### config.mk
export PLATFORM = sky130hd
export DESIGN_NAME = fle_fabric_param
export DESIGN_NICKNAME = d
export VERILOG_FILES = /design/src/rtl/fle_fabric_param.sv
export SDC_FILE = /design/constraint.sdc
export NUM_CORES = 1
export LEC_CHECK = 0
export ABC_AREA = 1
export CELL_PAD_IN_SITES_DETAIL_PLACEMENT = 2
export CELL_PAD_IN_SITES_GLOBAL_PLACEMENT = 2
export CORE_UTILIZATION = 35
export DETAILED_ROUTE_END_ITERATION = 10
export PLACE_DENSITY = 0.79
export SYNTH_ARGS = -nofsm -noshare
export SYNTH_HDL_FRONTEND = slang
export SYNTH_SLANG_ARGS = --single-unit
### constraint.sdc
create_clock -name clk -period 2.1 [get_ports clk]
set_input_delay 0.42 -clock clk [delete_from_list [all_inputs] [get_ports clk]]
set_output_delay 0.42 -clock clk [all_outputs]
set_load 0.02 [all_outputs]
### src/rtl/fle_fabric_param.sv
// Parametrised CLB fabric slice array: N_OUT K-input LUTs with per-output FFs and output select,
// configured through a single serial chain with bit counting and a configuration-valid flag.
module fle_fabric_param #(
  parameter int K     = 4,
  parameter int N_OUT = 2
) (
  input  logic             clk,
  input  logic             reset,
  input  logic [K-1:0]     fabric_in,
  input  logic             fabric_ce,
  input  logic             cfg_en,
  input  logic             ccff_head,
  output logic [N_OUT-1:0] fabric_out,
  output logic             ccff_tail,
  output logic             cfg_ok
);

  localparam int W         = 2**K + 4;
  localparam int CHAIN_LEN = N_OUT * W;
  localparam int CW        = $clog2(CHAIN_LEN + 2);
  localparam logic [CW-1:0] CNT_ONE  = CW'(1);
  localparam logic [CW-1:0] CNT_FULL = CW'(CHAIN_LEN);
  localparam logic [CW-1:0] CNT_SAT  = CW'(CHAIN_LEN + 1);

  typedef enum logic [1:0] {UNCFG, SHIFT, LOAD, RUN} state_e;

  state_e                 state_q, state_d;
  logic [CHAIN_LEN-1:0]   cfg_q, cfg_d;
  logic [N_OUT-1:0]       ff_q, ff_d;
  logic [CW-1:0]          cnt_q, cnt_d;
  logic                   ok_q, ok_d;

  logic [N_OUT-1:0]       lut_v, init_v, ce_use_v, sel_out_v;

  // Decode each slice's configuration word into its LUT result and selected output.
  for (genvar gj = 0; gj < N_OUT; gj++) begin : g_slice
    logic [W-1:0]      slice_w;
    logic [2**K-1:0]   table_w;
    logic [1:0]        sel_w;

    assign slice_w      = cfg_q[gj*W +: W];
    assign table_w      = slice_w[2**K-1:0];
    assign sel_w        = slice_w[2**K +: 2];
    assign init_v[gj]   = slice_w[2**K+2];
    assign ce_use_v[gj] = slice_w[2**K+3];
    assign lut_v[gj]    = table_w[fabric_in];

    always_comb begin
      sel_out_v[gj] = 1'b0;
      case (sel_w)
        2'b00:   sel_out_v[gj] = lut_v[gj];
        2'b01:   sel_out_v[gj] = ff_q[gj];
        2'b10:   sel_out_v[gj] = fabric_in[gj % K];
        default: sel_out_v[gj] = 1'b0;
      endcase
    end
  end

  always_ff @(posedge clk or posedge reset) begin
    if (reset) begin
      state_q <= UNCFG;
      cfg_q   <= '0;
      ff_q    <= '0;
      cnt_q   <= '0;
      ok_q    <= 1'b0;
    end else begin
      state_q <= state_d;
      cfg_q   <= cfg_d;
      ff_q    <= ff_d;
      cnt_q   <= cnt_d;
      ok_q    <= ok_d;
    end
  end

  // The chain shifts on every cfg_en cycle; entering SHIFT counts that first bit as 1.
  always_comb begin
    state_d = state_q;
    cfg_d   = cfg_q;
    ff_d    = ff_q;
    cnt_d   = cnt_q;
    ok_d    = ok_q;
    if (cfg_en) begin
      cfg_d = {cfg_q[CHAIN_LEN-2:0], ccff_head};
    end
    case (state_q)
      UNCFG: begin
        ff_d = '0;
        if (cfg_en) begin
          state_d = SHIFT;
          cnt_d   = CNT_ONE;
          ok_d    = 1'b0;
        end
      end
      SHIFT: begin
        if (cfg_en) begin
          if (cnt_q != CNT_SAT) begin
            cnt_d = cnt_q + CNT_ONE;
          end
        end else begin
          state_d = LOAD;
        end
      end
      LOAD: begin
        ff_d = init_v;
        ok_d = (cnt_q == CNT_FULL);
        if (cfg_en) begin
          state_d = SHIFT;
          cnt_d   = CNT_ONE;
          ok_d    = 1'b0;
        end else begin
          state_d = RUN;
        end
      end
      RUN: begin
        if (cfg_en) begin
          state_d = SHIFT;
          cnt_d   = CNT_ONE;
          ok_d    = 1'b0;
        end else begin
          for (int j = 0; j < N_OUT; j++) begin
            if (!ce_use_v[j] || fabric_ce) begin
              ff_d[j] = lut_v[j];
            end
          end
        end
      end
      default: state_d = UNCFG;
    endcase
  end

  assign fabric_out = (state_q == RUN) ? sel_out_v : '0;
  assign ccff_tail  = cfg_q[CHAIN_LEN-1];
  assign cfg_ok     = ok_q;

endmodule

# Yosys cells after proc, flatten, opt, wreduce, memory -nomap -nowiden
# Cells that the tools add are included.
# op_classes
add_sub_neg,1
n_lt_le_gt_ge,1
eq_ne,17
muxes,22
reduce_logical,16
# ops
cell,count
$mux 6,3
$ne 2x2->1 const B,6
$pmux 2 s3,2
$pmux 6 s2,1
$mux 2,5
$reduce_and 3->1,3
$bmux 1 s4,2
$eq 2x2->1 const B,4
$add 6x1->6 const B,1
$eq 2x1->1 const B,3
$eq 6x6->1 const B,1
$logic_not 2->1,3
$mux 1,6
$ne 6x6->1 const B,1
$pmux 1 s3,2
$lt 4x5->1 const B,1
$ne 2x1->1 const B,2
$reduce_and 2->1,2
$reduce_bool 3->1,1
$reduce_or 3->1,1
$logic_not 1->1,2
$logic_or 1x1->1,2
$pmux 1 s2,1
$reduce_bool 2->1,1
$reduce_or 2->1,1
# totals
register_bits,51
input_bits,9
output_inout_bits,4

# Longest topological paths before layout
# Gate-level depths: netlist of the first run.
# depth
word_depth,5
ltp_mapped,10
depth_no_buf,8

# Worst setup path before layout of the first run
# OpenSTA, ideal clock, no wires.
# synth_timing
kind,input to output
startpoint,input fabric_in[0]
endpoint,output fabric_out[0]
arrival_time_ps,1305
required_time_ps,1680
slack_ps,375
stages,10
path_buffers,2
cell_sequence,buf_6 > inv_6 > buf_8 > nand2_1 > nand3_1 > nand3_1 > nand3_1 > nand2_1 > nand2_1 > a21oi_2
# synth_between
elab_chain_cells,4
# synth_rtl
element,line_no,text
from (decl),9,"input logic [K-1:0] fabric_in,"
$bmux 1 s4,46,assign lut_v[gj] = table_w[fabric_in];
$mux 1 (implied by the code),46,
$pmux 1 s3 *,50,case (sel_w)
$mux 2 *,131,assign fabric_out = (state_q == RUN) ? sel_out_v : '0;
to (decl),13,"output logic [N_OUT-1:0] fabric_out,"
# Every way passes the cells marked *; elsewhere a longest branch is shown, timed or not. The select of a mux whose other input is x is not followed.

# Worst setup path in the final report of the first run
# layout_timing
startpoint,input fabric_in[1]
endpoint,output fabric_out[0]
# layout_between
elab_chain_cells,4
# layout_rtl
element,line_no
$bmux 1 s4,46
$mux 1 (implied by the code),46
$pmux 1 s3,50
$mux 2,131
# No other way between the ends. The select of a mux whose other input is x is not followed.

==> results of run 1 <==
-- final cells by class --
| type | count | area share [%] |
|---|---|---|
| multi-input combinational | 216 | 34.88 |
| sequential | 51 | 42.31 |
| clock inverter | 2 | 1.161 |
| timing repair buffer | 26 | 7.798 |
| tap | 99 | 4.106 |
| clock buffer | 6 | 2.737 |
| inverter | 55 | 7.010 |
-- worst min path at each step --
stage,from,end,cells after the start
after CTS,reset,cfg_q[39],3
final,reset,cfg_q[39],3
after floorplan,cfg_q[35],cfg_q[36],2
after global placement,cfg_q[15],cfg_q[16],2
after global routing,reset,cfg_q[39],3
after detailed placement,cfg_q[3],cfg_q[4],2
-- metal layers --
metal / wire length, um / track usage [%]
met1: 3342 / 25.53
met3: 135 / 2.799
met2: 3375 / 33.36
met5: 0 / 0
met4: 61 / 4.399
-- registers in the layout, summed over array words and instances (netlist names) --
name     cells
state_q      2
ff_q         2
cfg_q       40
cfg_ok       1
cnt_q        6
-- stage by stage --
step / power [mW] / worst slack (ns) / TNS (ns)
detailed placement: 2.234 / -0.7251 / -1.442
CTS: 2.980 / 0.02999 / 0
finish: 2.935 / 0.1046 / 0
global route: 3.157 / 0.02553 / 0
global placement: 2.173 / -0.6761 / -1.352
floorplan: 1.911 / 0.3747 / 0
-- logic make-up (layout without fill, tap and decap cells) --
family                     after synthesis  count (layout)  synth area share, %
and+or+nand+nor                        141             141                22.74
buffers and inverters                   68              89                11.28
AOI/OAI and AO/OA                       67              67                13.57
DFF                                     51              51                48.73
adders and majority gates                7               7                3.344
xor gates and xnor gates                 1               1               0.3345
-- worst reg2reg max path, delay by kind of cell, from the launching register on --
| kind | cells | cell delay, ns |
|---|---|---|
| simple gates | 1 | 0.18 |
| fa+ha+maj | 1 | 0.31 |
| flops | 1 | 0.41 |
| buf+inv | 3 | 0.37 |
| compound gates | 3 | 0.43 |
-- synth_stat cells, drive strengths merged --
library cell and number:
o21bai 1, nor3 2, inv 54, nand3b 1, clkinv 1, a21oi 12, dfrtp 51, nand4 3
xnor2 1, buf 8, o21ai 53, nand2 95, clkbuf 5, nor2 4, nand3 36, ha 7
o31ai 1
-- power by group through the flow --
stage / Sequential (mW) / Combinational [mW] / Clock [mW]
6_report: 1.30 / 0.901 / 0.730
5_1_grt: 1.33 / 1.04 / 0.794
4_1_cts: 1.31 / 0.916 / 0.757
3_5_place_dp: 1.33 / 0.908 / 0
3_3_place_gp: 1.31 / 0.859 / 0
2_1_floorplan: 1.28 / 0.632 / 0
-- placed cells by master (no fill, tap or decap), types with 2 or more instances in the layout --
master and instances:
a21oi_1 8, a21oi_2 4, buf_2 2, buf_4 12, buf_6 3, clkbuf_8 6, clkdlybuf4s50_1 6, dfrtp_1 51
ha_1 7, inv_1 50, inv_2 3, nand2_1 92, nand2_2 3, nand3_1 36, nand4_1 3, nor2_1 4
o21ai_0 52
-- repair_timing --
action	4_1_cts	5_1_grt
setup endpoints to repair	2	2
gates resized for setup	17	7
cloned	1	0
pin swaps	0	0
buffers inserted	0	0
==> metrics.yaml, run 1 <==
status: "complete, no violations"
rsz0062_at_grt: "no"
relSlewSlack_pct: 75.83
cts_buffer_depth: 2
finalSetupViolations: 0
yosys_register_bits: 51
peakVddDrop_v: 0.0003063
ys_warn_count: 0
wl_per_cell_um: 15.20
switching_power_mw: 1.056
die_h_um: 88.50
clkPwrFrac_pct: 24.9
grt_overflow: 0
vias: 2227
grt_util_all_layers_pct: 19.28
r2r-start: "state_q[1]"
pwr-share-seq_pct: 44.4
yosysUniqueCellTypes: 26
numCtsBuffers: 5
io_pins: 13
skew_ns: 0.006521
syn_area_um2: 2619
ys_top_cells_by_area: "dfrtp_1 49%, nand2_1 13%, o21ai_0 9.9%, inv_1 7.5%, nand3_1 6.9%"
dpl.hpwl_mm: 4.884
grt_pass1_vias: 2323
core.rowCount: 31
critPathSlowestCell: "dlygate4sd2_1"
critPathMostFrequentCell: "nand3_1"
syn-mean-instance-area_um2: 7.817
fillers: 881
crit_required_ns: 1.68
placed_area_um2: 2884
clkSinkCount: 51
final_area_um2: 3017
worstSetupEndpoint: "fabric_out[0]"
cp-startpoint: "fabric_in[1]"
drc: 0
stdcell_count: 455
intPower_mw: 1.879
yosysTopAreaCell: "dfrtp_1"
antenna_found_initial: 0
end_kind: "output port"
postRouteAntennaNets: 0
die_w_um: 88.50
reg2reg_depth: 8
tightest_slew_ns: 0.3626
vias_per_cell: 4.895
core_area_um2: 7253
start_kind: "input pin"
dieArea_um2: 7832
htreeDepth: 2
r2r_setup_slack_ns: 0.30
yosysTopAreaCellShare_pct: 48.73
antennaDiodeCount: 0
firstDrtPassIters: 4
place_inst: 446
slew_viol_final: 0
final_layout_size_suffix_gt1_share_pct: 10.67
finalHoldViolCount: 0
syn-num-nets: 351
cap_viol_max_count: 0
drtIter0Drc: 86
seq_area_um2: 1276
hold_path.class: "input pin to async pin"
p_comb_share_pct: 30.7
final_util_pct: 41.59
initial_core_util_pct: 36.10
power.density_nw_per_um2: 972.8
grt_pass1_wl_mm: 11.48
portBuffers: 12
syn_inst: 335
cp.depth: 10
p_leak_nw: 1.442
cts_hold_buf: 0
clock_latency_ns: 0.31
clk_pin_slew_ns: 0.10
cp_max_fo: 9
yosysSeqAreaShare_pct: 48.73
cts_root_buf: "clkbuf_8"
multi_input_area_um2: 1052
cp_num_buf_inv: 4
holdWs_ns: 0.4653
worstSetupPathType: "input pin to output port"
syn2layout_area_growth_pct: 15.19
arrival_ns: 1.58
nNetsFinal: 371
grt_start_max_net_pins: 52
period_minus_slack_ns: 1.995
routed_wl_mm: 6.915
worstPathCellList: "dlygate4sd2_1, clkinv_1, buf_6, nand3_1, nand3_1, nand3_1, nand2_2, nand2_1, a21oi_2, buf_4"
worstReg2RegEnd: "cnt_q[0]"
cpLargestDelayFamily: "buffers and inverters"
fmax_mhz: 501.1
swShare_pct: 35.97
slowest_delay_ns: 0.26
period_share_pct: 95.02
gp_congestion: 0.7418
cts_tree: "built"
No activity file was read; power rests on OpenSTA's default activity.
==> run 2, diff against run 1 <==
--- a/config.mk
+++ b/config.mk
@@ -9,8 +9,9 @@
 export CELL_PAD_IN_SITES_DETAIL_PLACEMENT = 2
 export CELL_PAD_IN_SITES_GLOBAL_PLACEMENT = 2
 export CORE_UTILIZATION = 35
+export CTS_CLUSTER_DIAMETER = 40
 export DETAILED_ROUTE_END_ITERATION = 10
-export PLACE_DENSITY = 0.79
+export PLACE_DENSITY = 0.83
 export SYNTH_ARGS = -nofsm -noshare
 export SYNTH_HDL_FRONTEND = slang
 export SYNTH_SLANG_ARGS = --single-unit
==> run 2 against run 1 <==
- sequential share of layout area shrank 0.47 points
- total power grew 3.7%
- clock-buffer cell count is the same
- sequential power is essentially flat
- largest power group unchanged
==> metrics.yaml, run 2 (synthesized netlist as in run 1, its figures left out) <==
cpLargestDelayFamily: "simple AND/OR/NAND/NOR gates"
fmax_mhz: 494.3  # -1.4%
largest_register: "cfg_q"
core.rowCount: 31  # unchanged
stdcell_count: 455  # unchanged
hold_path.class: "input pin to register"
power.total_mw: 3.044  # +3.7%
skew_ns: 0.009707  # +0.003187 ns
power.density_nw_per_um2: 997.9  # +2.6%
grt_pass1_wl_mm: 11.76  # +2.4%
grt_overflow: 0  # unchanged
end_kind: "output port"
slowest_delay_ns: 0.40  # +0.14 ns
final_common_cell: "nand2_1"
wl_per_cell_um: 15.86  # +4.3%
cp_num_buf_inv: 2  # -2
syn2layout_area_growth_pct: 16.48
cts_hold_buf: 0  # unchanged
htreeDepth: 2  # unchanged
gp_congestion: 0.7220  # -2.7%
largest_register_ffs: 40  # unchanged
tightest_slew_ns: 0.6054  # +0.2427 ns
final_cell_mix: "92 x nand2_1, 52 x o21ai_0, 51 x inv_1, 51 x dfrtp_1, 32 x nand3_1"
finalHoldViolCount: 0  # unchanged
drtIter0Drc: 97  # +13%
grt_start_max_net_pins: 73  # +40%
period_share_pct: 96.34  # +1.3 points
finalSetupViolations: 0  # unchanged
postRouteAntennaNets: 0  # unchanged
firstDrtPassIters: 4  # unchanged
cts_root_buf: "clkbuf_8"
peakVddDrop_v: 0.0002733  # -11%
largest_registers: "cfg_q (40), cnt_q (6)"
clock_latency_ns: 0.30  # about the same
start_kind: "register"
core_area_um2: 7253  # unchanged
critPathSlowestCell: "dfrtp_1"
dpl.hpwl_mm: 4.817  # -1.4%
numCtsBuffers: 5  # unchanged
worstSetupPathType: "register to output port"
drc: 0  # unchanged
grt_pass1_vias: 2428  # +4.5%
cp_max_fo: 2  # -7
portBuffers: 12  # unchanged
period_minus_slack_ns: 2.023  # +0.02774 ns
cts_buffer_depth: 2  # unchanged
routed_wl_mm: 7.215  # +4.3%
relSlewSlack_pct: 59.64  # -16 points
die_h_um: 88.50  # unchanged
worstPathCellList: "inv_1, nand2_1, nand3_1, nand3_2, nand3_2, nand2_2, nand2_1, a21oi_2, buf_6"
fillers: 843  # -4.3%
crit_required_ns: 1.68  # about the same
clkSinkCount: 51  # unchanged
place_inst: 444  # -0.45%
p_leak_nw: 1.449  # +0.52%
io_pins: 13  # unchanged
holdWs_ns: 0.4248  # -0.04049 ns
cap_viol_max_count: 0  # unchanged
status: "complete, no violations"
final_layout_size_suffix_gt1_share_pct: 11.52  # +0.84 points
initial_core_util_pct: 36.10  # unchanged
cts_tree: "built"
nNetsFinal: 371  # unchanged
dieArea_um2: 7832  # unchanged
arrival_ns: 1.60  # +0.02 ns
antenna_found_initial: 0  # unchanged
die_w_um: 88.50  # unchanged
vias: 2295  # +3.1%
antennaDiodeCount: 0  # unchanged
clk_pin_slew_ns: 0.10  # about the same
grt_util_all_layers_pct: 19.66  # +0.38 points
vias_per_cell: 5.044  # +3.1%
slew_viol_final: 0  # unchanged
==> run 2: repair_timing <==
item                                    CTS  global route
gates cloned                              1             1
endpoints found under the setup margin    2             2
gates resized for setup                  19            11
setup buffers                             0             1
pin swaps                                 2             2
==> run 2: routing by layer <==
layer | up-vias | share of wire, % | global-route usage, %
met1 | 1162 | 45 | 25.32
met2 | 27 | 52 | 34.48
met5 | - | 0 | 0
met4 | 0 | 1.1 | 4.399
met3 | 12 | 1.7 | 3.451
li1 | 1094 | - | -
==> run 2: area by class of cell <==
| class | instances | area [um^2] | share of cell area (%) |
|---|---|---|---|
| clock inverters | 2 | 60.06 | 1.969 |
| clock buffers | 6 | 72.57 | 2.379 |
| inverters | 55 | 211.5 | 6.932 |
| flip-flops and latches | 51 | 1276 | 41.84 |
| well taps | 99 | 123.9 | 4.061 |
| multi-input cells | 216 | 1072 | 35.15 |
| repair buffers | 26 | 234.0 | 7.670 |
==> run 2: final timing paths <==
kind / start / endpoint / slack [ns] / cells past startpoint
max: cfg_q[20] / fabric_out[1] / 0.08 / 9
min: cfg_en / cfg_q[39] / 0.42 / 3
max reg2reg: state_q[1] / cnt_q[1] / 0.36 / 8
min reg2reg: cfg_q[15] / cfg_q[16] / 0.49 / 2
max in group asynchronous: reset / cfg_q[2] / 1.38 / 3
min in group asynchronous: reset / state_q[0] / 0.46 / 3
==> run 2: worst min-delay path, delay by kind of cell <==
kind	cells	cell delay [ns]
and+or+nand+nor	2	0.12
buffers and inverters	1	0.16
==> run 2: per-stage QoR <==
step / setup slack (ns) / utilization, % / TNS (ns) / instance area [um^2]
6_report: 0.07683 / 42.06 / 0 / 3050
5_1_grt: -0.04607 / 42.06 / -0.07609 / 3050
4_1_cts: 0.002471 / 41.57 / 0 / 3015
3_5_place_dp: -0.7568 / 39.55 / -1.486 / 2869
3_3_place_gp: -0.7067 / 39.55 / -1.387 / 2869
2_1_floorplan: 0.3747 / - / 0 / 2619
==> run 2: power breakdown <==
part           switching (mW)  leakage (nW)  internal, mW
combinational           0.591         0.717         0.336
clock                   0.334        0.0654         0.477
sequential              0.142         0.667          1.16
total                    1.07          1.45          1.98
